### src/rtl/btn_pkg.sv
// -----------------------------------------------------------------------------
// btn_pkg
// Shared types and helpers for the button press classifier.
//   btn_state_t   : classifier FSM state encoding
//   ms_to_cycles  : elaboration-time millisecond to clock-cycle conversion
//   is_held_state : states in which the button is considered held
// Optional feature macro: BTN_DOUBLE_CLICK_EN adds the WAIT_GAP and
// SECOND_HELD states used for double-click detection.
// -----------------------------------------------------------------------------
package btn_pkg;

  typedef enum logic [2:0] {
    ST_IDLE        = 3'd0,
    ST_PRESSED     = 3'd1,
`ifdef BTN_DOUBLE_CLICK_EN
    ST_LONG_HELD   = 3'd2,
    ST_WAIT_GAP    = 3'd3,
    ST_SECOND_HELD = 3'd4
`else
    ST_LONG_HELD   = 3'd2
`endif
  } btn_state_t;

  // 64-bit product so that 50 MHz * several seconds does not overflow.
  function automatic longint ms_to_cycles(input longint freq, input longint ms);
    return (freq * ms) / 64'sd1000;
  endfunction

  function automatic logic is_held_state(input btn_state_t s);
    logic held;
    held = (s == ST_PRESSED) || (s == ST_LONG_HELD);
`ifdef BTN_DOUBLE_CLICK_EN
    held = held || (s == ST_SECOND_HELD);
`endif
    return held;
  endfunction

endpackage

### src/rtl/press_timer.sv
// -----------------------------------------------------------------------------
// press_timer
// Shared interval counter for the classifier FSM.
//   clk_i, reset_ni : clock, asynchronous active-low reset
//   clr             : synchronous clear (has priority over counting)
//   en              : count enable
//   tc              : terminal count value
//   wrap            : 1 = return to 0 after tc, 0 = saturate at tc
//   at_tc           : counter currently equals tc
// -----------------------------------------------------------------------------
module press_timer #(
  parameter int WIDTH = 24
) (
  input  logic             clk_i,
  input  logic             reset_ni,
  input  logic             clr,
  input  logic             en,
  input  logic [WIDTH-1:0] tc,
  input  logic             wrap,
  output logic             at_tc
);

  logic [WIDTH-1:0] cnt;

  assign at_tc = (cnt == tc);

  always_ff @(posedge clk_i or negedge reset_ni) begin
    if (!reset_ni) begin
      cnt <= '0;
    end else if (clr) begin
      cnt <= '0;
    end else if (en) begin
      if (at_tc) begin
        if (wrap) cnt <= '0;
      end else begin
        cnt <= cnt + WIDTH'(1);
      end
    end
  end

endmodule

### src/rtl/button_press_classifier.sv
// -----------------------------------------------------------------------------
// button_press_classifier
// Turns a debounced, synchronous button level into single-cycle UI events.
//   clk_i     : clock
//   reset_ni  : asynchronous active-low reset
//   btn_i     : debounced button level, active-high
//   press_o   : pulse on every accepted first press
//   short_o   : pulse when a press is classified short
//   long_o    : pulse when the hold reaches LONG_PRESS_MS
//   repeat_o  : pulse every REPEAT_MS after long_o while held
//   double_o  : pulse on a qualified second press
//   held_o    : high while in PRESSED, LONG_HELD or SECOND_HELD
// Optional feature macro: BTN_DOUBLE_CLICK_EN (double-click detection).
// Without it double_o is tied low and short_o fires one cycle after release.
// WIDTH_COUNTER must hold the largest cycle count; at 50 MHz the default
// 800 ms long press needs 26 bits, so widen it when keeping that timing.
// -----------------------------------------------------------------------------
module button_press_classifier
  import btn_pkg::*;
#(
  parameter int WIDTH_COUNTER = 24,
  parameter int CLOCK_FREQ    = 50_000_000,
  parameter int LONG_PRESS_MS = 800,
  parameter int REPEAT_MS     = 200,
  parameter int DOUBLE_GAP_MS = 250
) (
  input  logic clk_i,
  input  logic reset_ni,
  input  logic btn_i,
  output logic press_o,
  output logic short_o,
  output logic long_o,
  output logic repeat_o,
  output logic double_o,
  output logic held_o
);

  localparam logic [WIDTH_COUNTER-1:0] LONG_TC =
    WIDTH_COUNTER'(ms_to_cycles(CLOCK_FREQ, LONG_PRESS_MS) - 1);
  localparam logic [WIDTH_COUNTER-1:0] REPEAT_TC =
    WIDTH_COUNTER'(ms_to_cycles(CLOCK_FREQ, REPEAT_MS) - 1);
  localparam logic [WIDTH_COUNTER-1:0] GAP_TC =
    WIDTH_COUNTER'(ms_to_cycles(CLOCK_FREQ, DOUBLE_GAP_MS) - 1);

  btn_state_t state, state_next;
  logic btn_prev, rise, fall;
  logic press_d, short_d, long_d, repeat_d, held_d;
  logic tmr_clr, tmr_en, tmr_wrap, tmr_at_tc;
  logic [WIDTH_COUNTER-1:0] tmr_tc;

  assign rise = btn_i && !btn_prev;
  assign fall = !btn_i && btn_prev;

  // Timer control: restart on every state change, free-run only while holding long.
  assign tmr_clr  = (state_next != state);
  assign tmr_wrap = (state == ST_LONG_HELD);

  always_comb begin
    tmr_en = 1'b0;
    tmr_tc = GAP_TC;
    case (state)
      ST_PRESSED: begin
        tmr_en = 1'b1;
        tmr_tc = LONG_TC;
      end
      ST_LONG_HELD: begin
        tmr_en = 1'b1;
        tmr_tc = REPEAT_TC;
      end
`ifdef BTN_DOUBLE_CLICK_EN
      ST_WAIT_GAP: tmr_en = 1'b1;
`endif
      default: ;
    endcase
  end

  press_timer #(
    .WIDTH(WIDTH_COUNTER)
  ) u_press_timer (
    .clk_i   (clk_i),
    .reset_ni(reset_ni),
    .clr     (tmr_clr),
    .en      (tmr_en),
    .tc      (tmr_tc),
    .wrap    (tmr_wrap),
    .at_tc   (tmr_at_tc)
  );

  // State register plus registered outputs. btn_prev resets high so a
  // button already held at reset release is not seen as a new press.
  always_ff @(posedge clk_i or negedge reset_ni) begin
    if (!reset_ni) begin
      state    <= ST_IDLE;
      btn_prev <= 1'b1;
      press_o  <= 1'b0;
      short_o  <= 1'b0;
      long_o   <= 1'b0;
      repeat_o <= 1'b0;
      held_o   <= 1'b0;
    end else begin
      state    <= state_next;
      btn_prev <= btn_i;
      press_o  <= press_d;
      short_o  <= short_d;
      long_o   <= long_d;
      repeat_o <= repeat_d;
      held_o   <= held_d;
    end
  end

  // Next state. A release always wins over a coincident long terminal count,
  // and a second press wins over a coincident gap timeout.
  always_comb begin
    state_next = state;
    case (state)
      ST_IDLE:      if (rise) state_next = ST_PRESSED;
      ST_PRESSED: begin
        if (fall) begin
`ifdef BTN_DOUBLE_CLICK_EN
          state_next = ST_WAIT_GAP;
`else
          state_next = ST_IDLE;
`endif
        end else if (tmr_at_tc && btn_i) begin
          state_next = ST_LONG_HELD;
        end
      end
      ST_LONG_HELD: if (fall) state_next = ST_IDLE;
`ifdef BTN_DOUBLE_CLICK_EN
      ST_WAIT_GAP: begin
        if (rise)           state_next = ST_SECOND_HELD;
        else if (tmr_at_tc) state_next = ST_IDLE;
      end
      ST_SECOND_HELD: if (fall) state_next = ST_IDLE;
`endif
      default:      state_next = ST_IDLE;
    endcase
  end

  // Output decode; each branch raises at most one pulse.
  always_comb begin
    press_d  = 1'b0;
    short_d  = 1'b0;
    long_d   = 1'b0;
    repeat_d = 1'b0;
    held_d   = is_held_state(state_next);
    case (state)
      ST_IDLE:      press_d = rise;
      ST_PRESSED: begin
        long_d = !fall && tmr_at_tc && btn_i;
`ifndef BTN_DOUBLE_CLICK_EN
        short_d = fall;
`endif
      end
      ST_LONG_HELD: repeat_d = !fall && tmr_at_tc;
`ifdef BTN_DOUBLE_CLICK_EN
      ST_WAIT_GAP:  short_d = !rise && tmr_at_tc;
`endif
      default: ;
    endcase
  end

`ifdef BTN_DOUBLE_CLICK_EN
  logic double_d;
  assign double_d = (state == ST_WAIT_GAP) && rise;

  always_ff @(posedge clk_i or negedge reset_ni) begin
    if (!reset_ni) double_o <= 1'b0;
    else           double_o <= double_d;
  end
`else
  assign double_o = 1'b0;
`endif

endmodule
### config.mk
export PLATFORM = sky130hd
export DESIGN_NAME = button_press_classifier
export DESIGN_NICKNAME = d
export VERILOG_FILES = /design/src/rtl/btn_pkg.sv /design/src/rtl/press_timer.sv /design/src/rtl/button_press_classifier.sv
export SDC_FILE = /design/constraint.sdc
export NUM_CORES = 1
export LEC_CHECK = 0
export CORE_ASPECT_RATIO = 0.9
export CORE_UTILIZATION = 41
export CTS_CLUSTER_DIAMETER = 200
export DETAILED_ROUTE_END_ITERATION = 7
export GPL_ROUTABILITY_DRIVEN = 1
export MAX_ROUTING_LAYER = met4
export SLEW_MARGIN = 15
export SYNTH_ARGS = -nofsm -noshare
export SYNTH_HDL_FRONTEND = slang
export SYNTH_HIERARCHICAL = 1
export SYNTH_SLANG_ARGS = --single-unit
### constraint.sdc
create_clock -name clk_i -period 4 [get_ports clk_i]
set_input_delay 0.4 -clock clk_i [delete_from_list [all_inputs] [get_ports clk_i]]
set_output_delay 0.4 -clock clk_i [all_outputs]
set_load 0.02 [all_outputs]
# After elaboration in Yosys (flattened, before gate mapping)
# Cells that the tools add are included.
# totals
ff_bits	33
inputBits	3
out_inout_bits	6
wordCells	44
# op_classes
n_addsub	1
eq_ne	7
muxes	15
reduce_logical	13
# op_table
op	n
24-bit two-way mux	4
24-bit case mux with 2 select lines	1
24-bit by 1-bit adder with 24-bit output, second input constant	1
24-bit equality test	1
3-bit two-way mux	4
3-bit case mux with 3 select lines	1
3-bit by 1-bit equality test with 1-bit output, second input constant	2
3-bit by 2-bit equality test with 1-bit output, second input constant	2
1-bit logical AND	5
1-bit two-way mux	5
1-bit zero test	3
3-bit zero test	1
3-bit inequality test	1
3-bit inequality test, second input constant	1
2-bit AND reduction	1
2-bit nonzero test	1
2-bit OR reduction	1
1-bit logical OR	1

# Longest topological paths before layout
# depth
ltp_word	10
ltp_mapped	18
ltp_nobuf	16

# Modules after synthesis
# Netlist, hierarchy kept.
# by_module_without_submodules
module	n_inst	cells_per_inst	area_each_um2	seq_area_each_um2
press_timer	1	242	1973.1	600.6
button_press_classifier	1	44	435.4	226.5

# Worst setup path after synthesis
# No wires, ideal clock.
# synth_path
kind	register -> register
start	register state[0]
end	register u_press_timer.cnt[22]
setup_time_ns	0.125
arrival_time_ns	3.400
required_ns	3.875
setup_slack_ns	0.474
path_stages_with_launch	18
path_buffers	1
synth_period_minus_slack_ns	3.526
cell_sequence	dfrtp_1 xor2_1 nor2b_1 inv_1 xor2_1 nor4_1 nand2_1 or2_2 inv_1 nand2_1 a21bo_2 nand3_1 nand2b_1 clkbuf_1 nor2_1 and4_1 o22ai_1 o21ai_1
# synth_via
elab_cells_between_ends	20
classes_between	eq/ne (5); mux (10); reduce/logical (5)
# synth_lines
element	line_no	rtl
start: declaration	button_press_classifier.sv:45	btn_state_t state, state_next;
start signal: assignment	button_press_classifier.sv:101	state <= state_next;
3-bit by 2-bit equality test with 1-bit output / 3-bit by 1-bit equality test with 1-bit output (equally long branches)	button_press_classifier.sv:61	case (state)
2-bit OR reduction (no source line) *	--	
1-bit two-way mux *	button_press_classifier.sv:61	
via tmr_en	button_press_classifier.sv:48	logic tmr_clr, tmr_en, tmr_wrap, tmr_at_tc;
2-bit nonzero test (no source line) *	--	
2-bit AND reduction (no source line) *	--	
end signal: assignment	press_timer.sv:36	cnt <= cnt + WIDTH'(1);
end: declaration	press_timer.sv:23	logic [WIDTH-1:0] cnt;
# Mark *: on every way through the listed nets, which the timed path passes. The rest lies on a longest branch. The select of a mux whose other input is x is not followed.
# A chain may end at the register's enable or synchronous reset.

# Final worst setup path
# layout_path
start	register state[2]
end	register u_press_timer.cnt[8]
# layout_via
elab_chain_len	10
elab_cells_between_ends	20
classes_between	eq/ne (5); mux (10); reduce/logical (5)
# layout_lines
element	line_no	rtl
3-bit by 2-bit equality test with 1-bit output / 3-bit by 1-bit equality test with 1-bit output (equally long branches)	button_press_classifier.sv:61	
24-bit case mux with 2 select lines *	button_press_classifier.sv:61	
via tmr_tc[10]	button_press_classifier.sv:49	logic [WIDTH_COUNTER-1:0] tmr_tc;
24-bit equality test *	press_timer.sv:25	assign at_tc = (cnt == tc);
via tmr_at_tc	button_press_classifier.sv:48	
1-bit logical AND *	button_press_classifier.sv:124	end else if (tmr_at_tc && btn_i) begin
3-bit two-way mux *	button_press_classifier.sv:124	
3-bit two-way mux *	button_press_classifier.sv:118	if (fall) begin
3-bit case mux with 3 select lines *	button_press_classifier.sv:115	case (state)
3-bit inequality test *	button_press_classifier.sv:55	assign tmr_clr = (state_next != state);
via tmr_clr	button_press_classifier.sv:48	
3-bit inequality test (no source line) / 2-bit nonzero test (equally long branches)	--	
2-bit AND reduction (no source line)	--	
# Marked as above.

==> metrics.md <==
| Metric | Value |
|---|---|
| Die W | `82.8 um` |
| Worst-Margin Slew | `0.953 ns` |
| Tot GR Track Use | `23.3%` |
| Crit end category | `flop` |
| Vias in the first global route | `2,005` |
| Non-Filler Instances | `372` |
| Vias per inst | `5.96` |
| Worst path max stage delay | `0.48 ns` |
| Flop pwr share | `46.5%` |
| Fmax | `0.275 GHz` |
| IO buf count | `7` |
| Full die area | `0.00619 sq mm` |
| Final worst slack | `0.364 ns` |
| Initial Util | `42.6%` |
| Slew HR | `35.9%` |
| Root Buffer | `clkbuf_8` |
| Terminus of the critical flop-to-flop path | `u_press_timer/cnt[8]` |
| Via Count | `2,217` |
| Synthesized area | `0.00241 sq mm` |
| Area Growth Syn to Fin | `13.4%` |
| First-pass GRT wire length | `10,500 um` |
| Final Cycle Share | `90.9%` |
| TritonRoute pass-1 iters | `5` |
| Top Layer Used | `met4` |
| Synth Flop Type | `dfrtp_1` |
| Num CTS Buffers | `5` |
| Combinational share of power | `9.4%` |
| Clock Power Share | `44.1%` |
| P_int | `548 uW` |
| Max Fanout on Critical Path | `11` |
| Gpl congestion | `0.934` |
| Net Sw Frac | `25.2%` |
| Post-synthesis sequential area ratio | `34.3%` |
| Min Tclk post-route | `3.64 ns` |
| Place WS | `-0.0726 ns` |
| Power Density | `268 mW/mm^2` |
| Clk_skew | `0.00448 ns` |
| Die Y-Extent | `74.7 um` |
| Antenna viol nets, final | `0` |
| DPL Wire Length | `4540 um` |
| # DRC | `0` |
| Core area | `0.00566 sq mm` |
| Fin area | `0.00273 sq mm` |
| Average size of a mapped cell | `8.42 sq um` |
| Met3 Routed Length | `451 um` |
| Clk sink count | `33` |
| FP Rows | `26` |
| Final Hold Viols | `0` |
| Maximum number of pins on one net before global-route repair | `34` |
| R2R setup slack | `0.36 ns` |
| Worst hold slack | `0.509 ns` |
| Critical Path Slowest Stage Cell | `or3b_4` |
| M1 WL | `3170 um` |
| # diodes | `0` |
| Syn Inst Count | `286` |
| P_leak | `1.11 nW` |
| DR iter-0 viols | `208` |
| Path depth of the worst reg2reg path | `15` |
| Library cells used by synthesis | `52` |
| Sw power | `184 uW` |
| Drt wl/cell | `17.4 um` |
| #FFs+latches synth | `33` |
| Clk_lat worst skew | `0.29 ns` |
| Clock buffer depth | `2` |
| CTS tree | `yes` |
| Crit path DAT | `3.81 ns` |
| Post-synth top area share | `33.2%` |
| H-Tree Depth | `2` |
| Cell count after placement | `361` |
| Remaining Overflow, GRT | `0` |
| Routed wire length | `6490 um` |
| Critical Path RT | `4.17 ns` |
| Slew Viols, Final | `0` |
| Cell Chain, Critical Path | `or3b_4 -> inv_1 -> xor2_1 -> nor4_2 -> nand4_2 -> or2_2 -> clkinvlp_4 -> nand2_1 -> a21bo_2 -> nand3_2 -> clkinvlp_4 -> buf_4 -> and3_1 -> o22ai_1 -> o21ai_1` |
| Crit Path Class | `flop to flop` |
| Clk pin slew, worst setup/hold paths | `0.08 ns` |
| Post-synth EDFFs | `0` |
| Worst Hold Class | `input port to async pin` |
| Cell taking the most area after synthesis | `dfrtp_1` |
| Layout Nets | `305` |
| Met2 Wirelength | `2790 um` |
| I/O pins | `9` |
| Max Cap Viol | `0` |
| Initial antenna violation count | `0` |
| Synthesis warning total | `6` |
| Unrepaired setup endpoints after global routing | `false` |
| VDD IR max | `0.208 mV` |
| Ranking of synthesized cells by area | `dfrtp_1 (33%), xor2_1 (9.1%), o22ai_1 (4.4%)` |
| Async set-reset flop share out of synthesis | `100%` |
| # setup viols final | `0` |
| Total placed instance area | `0.00257 sq mm` |
| Startpoint Class | `flop` |
| Most frequent CP cell | `clkinvlp_4` |
| Critical R2R Launch | `state[2]` |
| Status | `completed` |
| Share of cells above drive strength 1 | `13.9%` |
| TNS Setup | `0 ns` |
[per-stage QoR]
stage / utilization [%] / total power, mW
finish: 48.3 / 0.732
global route: 48.3 / 0.759
CTS: 48.0 / 0.739
detailed placement: 45.4 / 0.410
global placement: 45.4 / 0.410
floorplan: - / 0.386
[power by group through the flow]
stage	logic (mW)	registers [mW]	clock network, mW
finish	0.0690	0.340	0.323
global route	0.0758	0.341	0.342
CTS	0.0678	0.340	0.331
detailed placement	0.0632	0.347	0
global placement	0.0631	0.347	0
floorplan	0.0386	0.347	0
[worst max-delay path: cells and delay by family (launching register included)]
kind / cells / cell delay [ns]
simple gates: 7 / 1.72
buf+inv: 4 / 0.76
flops: 1 / 0.46
xor+xnor: 1 / 0.11
compound gates: 3 / 0.47
[cells by family (layout without fill, tap and decap cells)]
kind of cell	after synthesis	count (layout)	synth area share, %
other cells	2	9	0.312
fa+ha+maj	1	1	0.519
compound gates	66	66	19.2
simple gates	114	114	28.2
flops	33	33	34.3
mux	1	1	0.416
buf+inv	44	53	7.90
xor+xnor	25	25	9.09
[state kept, by name, summed over array words and instances, names as in the netlist]
name and cells:
btn_prev 1, held_o 1, long_o 1, press_o 1, repeat_o 1, short_o 1
state 3, u_press_timer/cnt 24
[cell usage after synthesis (3+ instances only)]
| cell type | n |
|---|---|
| inv_1 | 25 |
| nor4_1 | 13 |
| nor2b_1 | 5 |
| nand3_1 | 8 |
| o21ai_1 | 18 |
| nor2_1 | 9 |
| nand2_1 | 17 |
| o22ai_1 | 17 |
| o221ai_1 | 4 |
| clkbuf_1 | 11 |
| a21oi_1 | 3 |
| o21ai_0 | 3 |
| nor3_1 | 14 |
| dfrtp_1 | 32 |
| and4_1 | 9 |
| and3_1 | 12 |
| a311oi_1 | 4 |
| or2_2 | 6 |
| xor2_1 | 25 |
| buf_2 | 4 |
| nand4_1 | 5 |
[placed cells by master, fill, tap and decap left out, types with 2 or more instances in the layout]
master	n
a21oi_1	3
a311oi_1	4
and3_1	12
and4_1	9
and4b_1	2
buf_4	13
clkbuf_8	5
clkdlybuf4s50_1	7
clkinvlp_4	3
conb_1	9
dfrtp_1	32
inv_1	23
nand2_1	17
nand3_1	7
nand4_1	5
nor2_1	9
nor2b_1	5
nor3_1	14
nor3b_1	2
nor4_1	12
nor4_2	2
o2111ai_1	2
o211ai_1	2
o21ai_0	3
o21ai_1	18
o221ai_1	4
o221ai_2	2
o22ai_1	17
o311a_1	2
o32a_1	2
or2_2	6
xor2_1	25
[worst max-delay path by stage]
stage	startpoint	endpoint	cells past startpoint
after floorplan	state[0]	u_press_timer/cnt[22]	17
after global placement	state[2]	u_press_timer/cnt[20]	16
after detailed placement	state[2]	u_press_timer/cnt[20]	16
after CTS	state[2]	u_press_timer/cnt[17]	16
after global routing	state[2]	u_press_timer/cnt[17]	16
final	state[2]	u_press_timer/cnt[8]	15
[repair_timing]
action / 4_1_cts / 5_1_grt
endpoints found under the setup margin: 4 / 20
hold buffers: 0 / 0
gates cloned: 0 / 0
resized for setup: 2 / 4
buffers inserted: 3 / 0
[final cells by class]
class,instances,area (sq um)
Sequential cell,33,827
Clock buffer,5,68.8
Inverter,25,101
Tap cell,70,87.6
Timing Repair Buffer,20,168
Fill cell,550,2930
Clock inverter,3,46.3
Multi-Input combinational cell,216,1430
[metal layers]
metal  up-vias  track usage, %
li1       1075               -
met1      1059            34.0
met2        75            32.1
met3         8            4.36
met4         0            6.90
met5         -               -
Power figures use the tool's default switching activity.
